==> config.mk <==
export PLATFORM = sky130hd
export DESIGN_NAME = multiply_and_add_unit_flat
export DESIGN_NICKNAME = d
export VERILOG_FILES = /design/src/rtl/multiply_and_add_unit_if.sv /design/src/rtl/multiply_and_add_unit.sv /design/src/flat_wrapper.sv
export SDC_FILE = /design/constraint.sdc
export NUM_CORES = 1
export LEC_CHECK = 0
export CAP_MARGIN = 15
export CORE_UTILIZATION = 25
export CTS_CLUSTER_SIZE = 28
export DETAILED_ROUTE_END_ITERATION = 10
export HOLD_SLACK_MARGIN = 0.06
export SYNTH_ARGS = -nofsm -noshare
export SYNTH_HDL_FRONTEND = slang
export SYNTH_SLANG_ARGS = --single-unit
==> constraint.sdc <==
create_clock -name clk -period 0.8 [get_ports clk]
set_input_delay 0.08 -clock clk [delete_from_list [all_inputs] [get_ports clk]]
set_output_delay 0.08 -clock clk [all_outputs]
set_load 0.02 [all_outputs]
==> src/rtl/multiply_and_add_unit_if.sv <==
// Operand/result bundle for one multiply-accumulate lane.
// The master drives operands and the slave (the MAC) returns the result.
interface multiply_and_add_unit_if #(
    parameter int unsigned DATA_WIDTH   = 32,
    parameter int unsigned WEIGHT_WIDTH = 8
);
    logic                    input_enable;
    logic [DATA_WIDTH-1:0]   add_value;
    logic [DATA_WIDTH-1:0]   input_value;
    logic [WEIGHT_WIDTH-1:0] weight_value;
    logic [DATA_WIDTH-1:0]   output_value;
    logic                    output_enable;

    modport master (
        output input_enable, add_value, input_value, weight_value,
        input  output_value, output_enable
    );

    modport slave (
        input  input_enable, add_value, input_value, weight_value,
        output output_value, output_enable
    );
endinterface

==> src/rtl/multiply_and_add_unit.sv <==
// Registered unsigned multiply-accumulate: output = add + input * weight, wrapping.
// Idle cycles drive a zero result so chained adders see nothing from this lane.
module multiply_and_add_unit #(
    parameter int unsigned DATA_WIDTH   = 32,
    parameter int unsigned WEIGHT_WIDTH = 8,
    parameter int unsigned PIPE_STAGES  = 1
) (
    input  logic                  clk,
    input  logic                  rst_n,
    multiply_and_add_unit_if.slave bus
);
    localparam int unsigned DW = DATA_WIDTH;

    logic [DW-1:0] product_c;
    logic [DW-1:0] result_q;
    logic          enable_q;

    // Only the low DW bits of the full product ever reach the output.
    assign product_c = bus.input_value * DW'(bus.weight_value);

    if (PIPE_STAGES == 1) begin : g_single
        always_ff @(posedge clk or negedge rst_n) begin
            if (!rst_n) begin
                result_q <= '0;
                enable_q <= 1'b0;
            end else begin
                enable_q <= bus.input_enable;
                result_q <= bus.input_enable ? (bus.add_value + product_c) : '0;
            end
        end
    end else begin : g_double
        logic [DW-1:0] product_q;
        logic [DW-1:0] add_q;
        logic          enable_s1_q;

        // Stage 1 gates operands with the enable so idle inputs never leak forward.
        always_ff @(posedge clk or negedge rst_n) begin
            if (!rst_n) begin
                product_q   <= '0;
                add_q       <= '0;
                enable_s1_q <= 1'b0;
            end else begin
                enable_s1_q <= bus.input_enable;
                product_q   <= bus.input_enable ? product_c     : '0;
                add_q       <= bus.input_enable ? bus.add_value : '0;
            end
        end

        always_ff @(posedge clk or negedge rst_n) begin
            if (!rst_n) begin
                result_q <= '0;
                enable_q <= 1'b0;
            end else begin
                enable_q <= enable_s1_q;
                result_q <= enable_s1_q ? (add_q + product_q) : '0;
            end
        end
    end

    assign bus.output_value  = result_q;
    assign bus.output_enable = enable_q;
endmodule

==> src/flat_wrapper.sv <==
// flat-port wrapper written by rule: the top's interface ports become plain ports
module multiply_and_add_unit_flat 
#(
    parameter int unsigned DATA_WIDTH   = 32,
    parameter int unsigned WEIGHT_WIDTH = 8,
    parameter int unsigned PIPE_STAGES  = 1
)
  (clk, rst_n, bus_input_enable, bus_add_value, bus_input_value, bus_weight_value, bus_output_value, bus_output_enable);
  multiply_and_add_unit_if #(.DATA_WIDTH(DATA_WIDTH), .WEIGHT_WIDTH(WEIGHT_WIDTH)) bus_i ();
  input  logic clk;
  input  logic rst_n;
  input wire logic [$bits(bus_i.input_enable)-1:0] bus_input_enable;
  input wire logic [$bits(bus_i.add_value)-1:0] bus_add_value;
  input wire logic [$bits(bus_i.input_value)-1:0] bus_input_value;
  input wire logic [$bits(bus_i.weight_value)-1:0] bus_weight_value;
  output wire logic [$bits(bus_i.output_value)-1:0] bus_output_value;
  output wire logic [$bits(bus_i.output_enable)-1:0] bus_output_enable;
  assign bus_i.input_enable = bus_input_enable;
  assign bus_i.add_value = bus_add_value;
  assign bus_i.input_value = bus_input_value;
  assign bus_i.weight_value = bus_weight_value;
  assign bus_output_value = bus_i.output_value;
  assign bus_output_enable = bus_i.output_enable;
  multiply_and_add_unit #(.DATA_WIDTH(DATA_WIDTH), .WEIGHT_WIDTH(WEIGHT_WIDTH), .PIPE_STAGES(PIPE_STAGES)) u_core (.clk(clk), .rst_n(rst_n), .bus(bus_i));
endmodule
==> metrics.cfg, run 1 <==
[yosys]
syn_area_sq_um = 8610
synth-simple-area-share = 0.195
synth_edf_count = 0
synth_mux_area_frac = 0.00581
synthTopCellsByArea = fa_1, and2_1, inv_1
synth-seq-cells = 33
synth_cell_types = 44
yosys.area_share.adder = 0.492
yosysWarnings = 0
synth_xor_area_frac = 0.0305
yosysMostFrequentCell = inv_1
synthTopCellsByCount = inv_1, fa_1, and2_1
yosysTopAreaCell = fa_1
synth-main-ff-cell = dfrtp_1
synth_compound_area_frac = 0.0557
synth_top_family_by_area = adder cells
synth_top_area_frac = 0.432
syn_nets = 1266
synth-seq-area-share = 0.0959
synth_cells = 964
ys_async_sr_fraction = 1.00
syn_area_per_cell_sq_um = 8.93

[place]
place_ws_ns = -4.32
io_buffers = 107
dp_hpwl_um = 19800
gp_congestion = 0.824

[power]
vdd_drop_max_mv = 2.66
powerDensity_nw_per_um2 = 4170
leakage_nw = 6.48

[sta]
finalHoldViolations = 0
finalMaxSlewViolations = 0
finalCriticalPeriod_ns = 4.34
holdWs_ns = 0.307
fin_ws_ns = -3.54
finalSetupViolations = 64
worst_pin_slew_ns = 0.354
rsz0062_at_grt = yes
finalCritPeriodShare = 5.42
fmax_mhz = 231
max_slew_margin = 0.764
setup_tns_ns = -89.80

[cts]
cts_tree = done
cts.path.max_buffers = 2
root_buffer = clkbuf_16
cts_num_sinks = 33
htree_num_levels = 2
numCtsBuffers = 5
cts.clk_slew.worst_paths_ns = 0.05

[status]
violations = negative setup slack
status = finished with violations

[global_routing]
grt_pass1_wl_um = 41100
gr-total-overflow = 0
grt_pass1_vias = 7919
grt_max_degree = 34
antenna_found_initial = 2
grt_usage = 0.146

[worst_setup_path]
cp-end-kind = flop
path_max_fanout = 6
required_ns = 1.01
critical_path_class = primary input to flop
cp-start-kind = primary input
worstPathArrival_ns = 4.55

[die]
core.rowCount = 67
dieArea_sq_um = 35200
io_pins = 108
die_x_um = 188
start_util = 0.256
core_region_area_sq_um = 33700
dieHeight_um = 188

[routing]
dr.pass1.iters = 4
drt.antenna.violating_nets = 0
first_iter_violations = 210
wl_um = 24800
drc_errors = 0
vias_per_cell = 4.13
dr_total_vias = 7001
wl_per_cell_um = 14.6

[flow_run]
maxCapViolations = 0

[finish]
syn_to_final_growth_pct = 52.6
layout-drive-gt1-share = 0.382
diodes = 0
nNetsFinal = 1548
utilization = 0.390

[hold_path]
hp-class = primary input to async pin

-- routing by layer --
layer / vias to the layer above / GRT usage / routed length, um
li1: 3366 / - / -
met1: 3477 / 0.188 / 11100
met2: 118 / 0.255 / 12200
met3: 38 / 0.0157 / 791
met4: 2 / 0.0491 / 723
met5: - / 0 / 17
-- cell usage in the layout (no fill, tap or decap), types with 4 or more instances in the layout --
master / instances
nand4_1: 5
dfrtp_1: 33
xnor2_2: 5
buf_2: 10
ha_1: 16
nor2_2: 5
nand3_1: 5
a21o_1: 8
o211ai_1: 4
ha_4: 25
inv_2: 55
a21oi_1: 9
o21ai_2: 5
buf_4: 133
and2_1: 124
nand2_2: 13
a21oi_2: 10
buf_8: 4
nand2_1: 69
fa_2: 14
xor2_1: 9
clkdlybuf4s50_1: 24
a21oi_4: 4
inv_1: 193
xnor2_1: 16
buf_6: 76
buf_12: 16
nand2b_1: 4
buf_16: 4
and2_4: 32
o21ai_4: 4
clkbuf_16: 6
mux2i_1: 5
nor2_1: 30
nand2_4: 17
fa_1: 172
dlygate4sd2_1: 19
-- registers in the layout, summed over array words and instances, names as in the netlist --
name	count
u_core.bus.output_value	32
u_core.bus.output_enable	1
-- layout make-up --
cell class                 instances  area [sq um]
timing repair buffer             301          3000
clock buffer                       6           139
multi-input combinational        655          7660
fill                            3277         20600
clock inverter                     1          7.51
sequential                        33           826
tap                              448           561
inverter                         250           941
-- stage by stage --
step	total power [mW]	instances	cell area (sq um)
after floorplan	27.3	964	8890
after global placement	40.6	1639	11500
final	54.8	1694	13100
after CTS	50.8	1685	12700
after global routing	59.9	1694	13100
after detailed placement	41.2	1639	11500
-- repair_timing --
action / in CTS / in global routing
hold buffers: 1 / 0
endpoints found under the setup margin: 65 / 65
buffers inserted: 32 / 12
endpoints found under the hold margin: 33 / 0
pin swaps: 135 / 116
gates resized for setup: 508 / 118
cloned: 8 / 1
-- logic make-up (layout without fill, tap and decap cells) --
group	Yosys count	count (layout)
AO/OA/AOI/OAI	70	70
XOR/XNOR	30	30
adder cells (fa/ha/maj)	227	227
buffers and inverters	276	558
flip-flops	33	33
multiplexers	5	5
AND/OR/NAND/NOR	323	323
-- critical path, stage by stage --
cell	delay [ns]
buf_12	0.11
buf_12	0.13
and2_4	0.14
fa_1	0.56
fa_2	0.45
fa_1	0.48
inv_1	0.05
fa_1	0.49
inv_2	0.05
ha_4	0.25
a211oi_4	0.24
nor2_2	0.09
o311ai_4	0.39
o211ai_4	0.16
a2111oi_4	0.31
nor4b_2	0.08
buf_4	0.16
a21oi_2	0.14
mux2i_1	0.19
-- path summary, 6_finish.rpt --
| path | to | slack [ns] | start |
|---|---|---|---|
| max | u_core.bus.output_value[31] | -3.54 | bus_weight_value[3] |
| min | u_core.bus.output_value[0] | 0.31 | rst_n |
| max in group asynchronous | u_core.bus.output_value[25] | 0.29 | rst_n |
| min in group clk | u_core.bus.output_enable | 0.39 | bus_input_enable |
-- where the power goes --
part	leakage [nW]	switching, mW	internal, mW
registers	0.423	0.373	2.46
logic	5.99	23.8	26.2
clock network	0.0690	0.699	1.22
Note: power is estimated with default switching activity, not from simulation.
==> inputs of run 2 (changes only) <==
--- a/config.mk
+++ b/config.mk
@@ -10,6 +10,7 @@
 export CTS_CLUSTER_SIZE = 28
 export DETAILED_ROUTE_END_ITERATION = 10
 export HOLD_SLACK_MARGIN = 0.06
+export SETUP_SLACK_MARGIN = 0.05
 export SYNTH_ARGS = -nofsm -noshare
 export SYNTH_HDL_FRONTEND = slang
 export SYNTH_SLANG_ARGS = --single-unit
==> run 2 against run 1 <==
  * The flow still finishes with violations (negative setup slack)
  * Setup slack improved by 0.0016 ns
  * Worst hold slack got worse by 0.076 ns
  * Wire length rose by 0.38%
  * Total power barely moved
  * Sequential share of layout area barely moved
  * Count of clock-buffer cells in the layout did not move
  * Clock power barely moved
  * Via count barely moved
  * Critical path type unchanged
==> metrics.cfg, run 2 (synthesized netlist as in run 1, its figures left out) <==
[cts]
root_buffer = clkbuf_16
cts.path.max_buffers = 2  ; unchanged
cts_num_sinks = 33  ; unchanged
numCtsBuffers = 5  ; unchanged
cts_tree = done
cts.clk_slew.worst_paths_ns = 0.05  ; about the same
htree_num_levels = 2  ; unchanged

[place]
place_ws_ns = -4.32  ; unchanged
dp_hpwl_um = 19800  ; unchanged
io_buffers = 107  ; unchanged
gp_congestion = 0.824  ; unchanged

[routing]
first_iter_violations = 209  ; -0.48%
dr.pass1.iters = 4  ; unchanged
drt.antenna.violating_nets = 0  ; unchanged
dr_total_vias = 6999  ; -0.029%
wl_per_cell_um = 14.7  ; +0.26%
drc_errors = 0  ; unchanged
wl_um = 24900  ; +0.38%
vias_per_cell = 4.13  ; -0.15%

[finish]
final_common_cell = inv_1
mostFrequentLayoutCells = inv_1, fa_1, buf_4
nNetsFinal = 1550  ; +0.13%
layout-drive-gt1-share = 0.381  ; -0.000612
diodes = 0  ; unchanged
syn_to_final_growth_pct = 52.8
largest_reg_flops = 32  ; unchanged

[die]
dieHeight_um = 188  ; unchanged
io_pins = 108  ; unchanged
die_x_um = 188  ; unchanged
start_util = 0.256  ; unchanged
dieArea_sq_um = 35200  ; unchanged
core_region_area_sq_um = 33700  ; unchanged
core.rowCount = 67  ; unchanged

[status]
violations = negative setup slack
status = finished with violations

[global_routing]
grt_usage = 0.147  ; about the same
gr-total-overflow = 0  ; unchanged
grt_pass1_vias = 7922  ; +0.038%
grt_max_degree = 34  ; unchanged
grt_pass1_wl_um = 41100  ; +0.10%
antenna_found_initial = 2  ; unchanged

[worst_setup_path]
cp-end-kind = flop
path_common_cell = fa_1
critical_path_class = primary input to flop
slowest_delay_ns = 0.56  ; about the same
path_max_fanout = 6  ; unchanged
cp-start-kind = primary input
cp_slowest_cell = fa_1
required_ns = 1.01  ; about the same
worstPathArrival_ns = 4.55  ; about the same
crit_chain = buf_12 -> buf_12 -> and2_4 -> fa_1 -> fa_2 -> fa_1 -> inv_1 -> fa_1 -> inv_2 -> ha_4 -> a211oi_4 -> nor2_2 -> o311ai_4 -> o211ai_4 -> a2111oi_4 -> nor4b_2 -> buf_4 -> a21oi_2 -> mux2i_1

[sta]
rsz0062_at_grt = yes
finalHoldViolations = 0  ; unchanged
max_slew_margin = 0.763  ; -0.000942
finalCriticalPeriod_ns = 4.34  ; -0.00162 ns
holdWs_ns = 0.230  ; -0.0764 ns
finalCritPeriodShare = 5.42  ; about the same
finalSetupViolations = 64  ; unchanged
finalMaxSlewViolations = 0  ; unchanged
worst_pin_slew_ns = 0.355  ; +0.00141 ns
fin_ws_ns = -3.54  ; +0.00162 ns
fmax_mhz = 231  ; about the same

[power]
vdd_drop_max_mv = 2.67  ; +0.31%
leakage_nw = 6.50  ; +0.40%
powerDensity_nw_per_um2 = 4170  ; -0.15%

[hold_path]
hp-class = primary input to flop
whs_path_depth = 3
worstHoldEndpoint = u_core.bus.output_value[0]
hold_start = bus_add_value[0]

[flow_run]
maxCapViolations = 0  ; unchanged

run 2: timing repair:
| action | CTS | global route |
|---|---|---|
| endpoints found under the hold margin | 33 | 1 |
| hold buffers | 1 | 1 |
| gates resized for setup | 509 | 119 |
| cloned | 8 | 1 |
| setup endpoints to repair | 65 | 65 |
| buffers inserted | 33 | 12 |
| pin swaps | 135 | 115 |
run 2: power by group:
| part | switching (mW) | total, mW | internal, mW |
|---|---|---|---|
| clock network | 0.703 | 1.92 | 1.22 |
| registers | 0.372 | 2.84 | 2.46 |
| logic | 23.8 | 50.1 | 26.2 |
run 2: how the worst max path moves through the flow:
stage | startpoint | end | cells after the start
6_report | bus_weight_value[3] | u_core.bus.output_value[31] | 19
5_1_grt | bus_weight_value[3] | u_core.bus.output_value[31] | 19
4_1_cts | bus_weight_value[4] | u_core.bus.output_value[31] | 19
3_5_place_dp | bus_weight_value[0] | u_core.bus.output_value[31] | 21
3_3_place_gp | bus_weight_value[0] | u_core.bus.output_value[29] | 21
2_1_floorplan | bus_weight_value[3] | u_core.bus.output_value[31] | 18
run 2: final cells by class:
| cell class | instances | area (sq um) |
|---|---|---|
| fillers | 3268 | 20500 |
| flip-flops and latches | 33 | 826 |
| clock inverters | 1 | 7.51 |
| inverters | 250 | 941 |
| well taps | 448 | 561 |
| repair buffers | 303 | 3030 |
| clock buffers | 6 | 139 |
| multi-input cells | 655 | 7660 |
run 2: critical path: cells and delay by family:
family	cells	cell delay, ns
simple gates	3	0.31
fa+ha+maj	5	2.23
mux	1	0.18
buf+inv	5	0.50
compound gates	5	1.24
run 2: stage by stage:
step | std cells | TNS (ns) | area [sq um] | power (mW) | utilization
after global routing | 1696 | -94.64 | 13200 | 59.9 | 0.390
final | 1696 | -89.85 | 13200 | 54.8 | 0.390
after CTS | 1686 | -91.66 | 12700 | 50.8 | 0.378
after detailed placement | 1639 | -118.80 | 11500 | 41.2 | 0.342
after global placement | 1639 | -117.39 | 11500 | 40.6 | 0.342
after floorplan | 964 | -85.04 | 8890 | 27.3 | -
run 2: metal layers:
| layer | routed length [um] | track usage |
|---|---|---|
| met5 | 17 | 0 |
| met4 | 714 | 0.0491 |
| met1 | 11200 | 0.188 |
| met2 | 12200 | 0.256 |
| met3 | 722 | 0.0157 |
==> inputs of run 3 (changes only) <==
--- a/config.mk
+++ b/config.mk
@@ -5,11 +5,14 @@
 export SDC_FILE = /design/constraint.sdc
 export NUM_CORES = 1
 export LEC_CHECK = 0
-export CAP_MARGIN = 15
+export CELL_PAD_IN_SITES_DETAIL_PLACEMENT = 0
+export CELL_PAD_IN_SITES_GLOBAL_PLACEMENT = 2
 export CORE_UTILIZATION = 25
 export CTS_CLUSTER_SIZE = 28
 export DETAILED_ROUTE_END_ITERATION = 10
+export DONT_BUFFER_PORTS = 1
 export HOLD_SLACK_MARGIN = 0.06
+export PLACE_DENSITY_LB_ADDON = 0.1
 export SETUP_SLACK_MARGIN = 0.05
 export SYNTH_ARGS = -nofsm -noshare
 export SYNTH_HDL_FRONTEND = slang
==> run 3 against run 2 <==
  * The run ends with negative hold slack, negative setup slack left
  * Total power down 6.8%
  * Sequential share of layout area is 1.6 points higher
  * Highest routed layer is now met4
  * Worst hold slack got worse by 0.77 ns
  * Sequential cell count unchanged
  * Clock power increased by 33%
  * Core utilization down 6.8 points
==> metrics.cfg, run 3 (synthesized netlist as in run 1, its figures left out) <==
[worst_setup_path]
critPathTopFamily = adder cells
cp-start-kind = primary input
critical_path_class = primary input to flop
worstPathArrival_ns = 4.39  ; -0.16 ns
cp-end-kind = flop
path_common_cell = fa_1
required_ns = 1.04  ; +0.03 ns
path_max_fanout = 28  ; +22
crit_chain = and2_4 -> fa_1 -> fa_1 -> fa_1 -> inv_1 -> fa_1 -> inv_2 -> ha_4 -> buf_6 -> a211oi_4 -> buf_4 -> o211ai_1 -> o311ai_4 -> o211ai_4 -> a2111oi_4 -> nor4b_2 -> buf_4 -> a31oi_2 -> mux2i_1
cp_slowest_cell = fa_1
slowest_delay_ns = 0.52  ; -0.04 ns
cp_num_buf_inv = 5  ; unchanged

[sta]
finalMaxSlewViolations = 0  ; unchanged
finalHoldViolations = 33  ; +33
finalCriticalPeriod_ns = 4.15  ; -0.182 ns
rsz0062_at_grt = yes
fin_ws_ns = -3.35  ; +0.182 ns
worst_pin_slew_ns = 0.400  ; +0.0454 ns
finalSetupViolations = 64  ; unchanged
fmax_mhz = 241  ; +4.4%
max_slew_margin = 0.732  ; -0.0309
finalCritPeriodShare = 5.19  ; -0.228
holdWs_ns = -0.542  ; -0.772 ns

[routing]
drt.antenna.violating_nets = 0  ; unchanged
wl_um = 25800  ; +3.7%
first_iter_violations = 159  ; -24%
dr_total_vias = 6144  ; -12%
vias_per_cell = 4.09  ; -0.94%
drc_errors = 0  ; unchanged
wl_per_cell_um = 17.1  ; +17%
dr.pass1.iters = 4  ; unchanged

[cts]
htree_num_levels = 2  ; unchanged
numCtsBuffers = 5  ; unchanged
cts_num_sinks = 33  ; unchanged
root_buffer = clkbuf_16
cts.clk_slew.worst_paths_ns = 0.07  ; +0.02 ns
ctsHoldBuffers = 2  ; +1
cts_tree = done
cts.path.max_buffers = 2  ; unchanged

[finish]
nNetsFinal = 1356  ; -13%
syn_to_final_growth_pct = 26.1
final_common_cell = inv_1
largest_reg_flops = 32  ; unchanged
diodes = 0  ; unchanged
layout-drive-gt1-share = 0.252  ; -0.129
mostFrequentLayoutCells = inv_1, fa_1, and2_1

[global_routing]
gr-total-overflow = 0  ; unchanged
antenna_found_initial = 1  ; -1
grt_max_degree = 34  ; unchanged
grt_usage = 0.156  ; +0.00953
grt_pass1_wl_um = 41600  ; +1.2%
grt_pass1_vias = 7148  ; -9.8%

[place]
io_buffers = 0  ; -100%
place_ws_ns = -3.91  ; +0.411 ns
dp_hpwl_um = 20900  ; +6.0%
gp_congestion = 0.755  ; -8.3%

[power]
leakage_nw = 5.30  ; -19%
powerDensity_nw_per_um2 = 4700  ; +13%
vdd_drop_max_mv = 1.88  ; -29%

[die]
io_pins = 108  ; unchanged
start_util = 0.256  ; unchanged
dieHeight_um = 188  ; unchanged
die_x_um = 188  ; unchanged
core_region_area_sq_um = 33700  ; unchanged
dieArea_sq_um = 35200  ; unchanged
core.rowCount = 67  ; unchanged

[status]
violations = negative hold slack, negative setup slack
status = finished with violations

[flow_run]
maxCapViolations = 0  ; unchanged

[hold_path]
hp-class = primary input to async pin

==> run 3: cell types whose count changed in the layout (fill, tap and decap cells not counted), sizes merged, moves of 2 or more <==
cell           change
clkdlybuf4s50     -22
dlymetal6s2s       -5
clkdlybuf4s15      -3
bufbuf             -2
dlygate4sd2       -19
buf              -136
clkbuf             -5
==> run 3: power breakdown <==
part / internal, mW / switching, mW / leakage [nW]
logic: 23.5 / 21.5 / 4.82
registers: 2.54 / 0.997 / 0.393
clock network: 1.56 / 0.991 / 0.0831
==> run 3: stage by stage <==
step | instance area (sq um) | std cells | power (mW) | TNS, ns | utilization
floorplan | 8890 | 964 | 27.3 | -85.04 | -
global placement | 9870 | 1472 | 40.9 | -94.63 | 0.293
detailed placement | 9870 | 1472 | 40.6 | -94.36 | 0.293
CTS | 10700 | 1495 | 49.9 | -82.98 | 0.316
global route | 10900 | 1503 | 56.5 | -87.72 | 0.322
finish | 10900 | 1503 | 51.1 | -82.46 | 0.322
==> run 3: layer usage <==
layer,wire [um],up-vias,global-route usage
met1,12700,3093,0.215
met2,12400,69,0.264
met4,211,0,0.0303
met3,522,5,0.0168
li1,-,2977,-
met5,0,-,0
==> run 3: cell type report <==
type                    instances  area, sq um
fillers                      3611        22800
multi-input cells             655         7380
inverters                     250          971
repair buffers                109          913
flip-flops and latches         33          855
well taps                     448          561
clock buffers                   6          139
clock inverters                 2         37.5
==> run 3: repair_timing <==
action                                  4_1_cts  5_1_grt
gates resized for setup                     113       56
setup buffers                                14       10
endpoints found under the setup margin       64       64
pin swaps                                    60       34
hold endpoints to repair                     49       34
==> run 3: path summary, 6_finish.rpt <==
path | slack (ns) | to | cells past startpoint | from
max | -3.35 | u_core.bus.output_value[29] | 19 | bus_weight_value[4]
min | -0.54 | u_core.bus.output_value[0] | 0 | rst_n
max in group asynchronous | 1.22 | u_core.bus.output_value[26] | 0 | rst_n
min in group clk | 0.01 | u_core.bus.output_value[0] | 2 | bus_add_value[0]
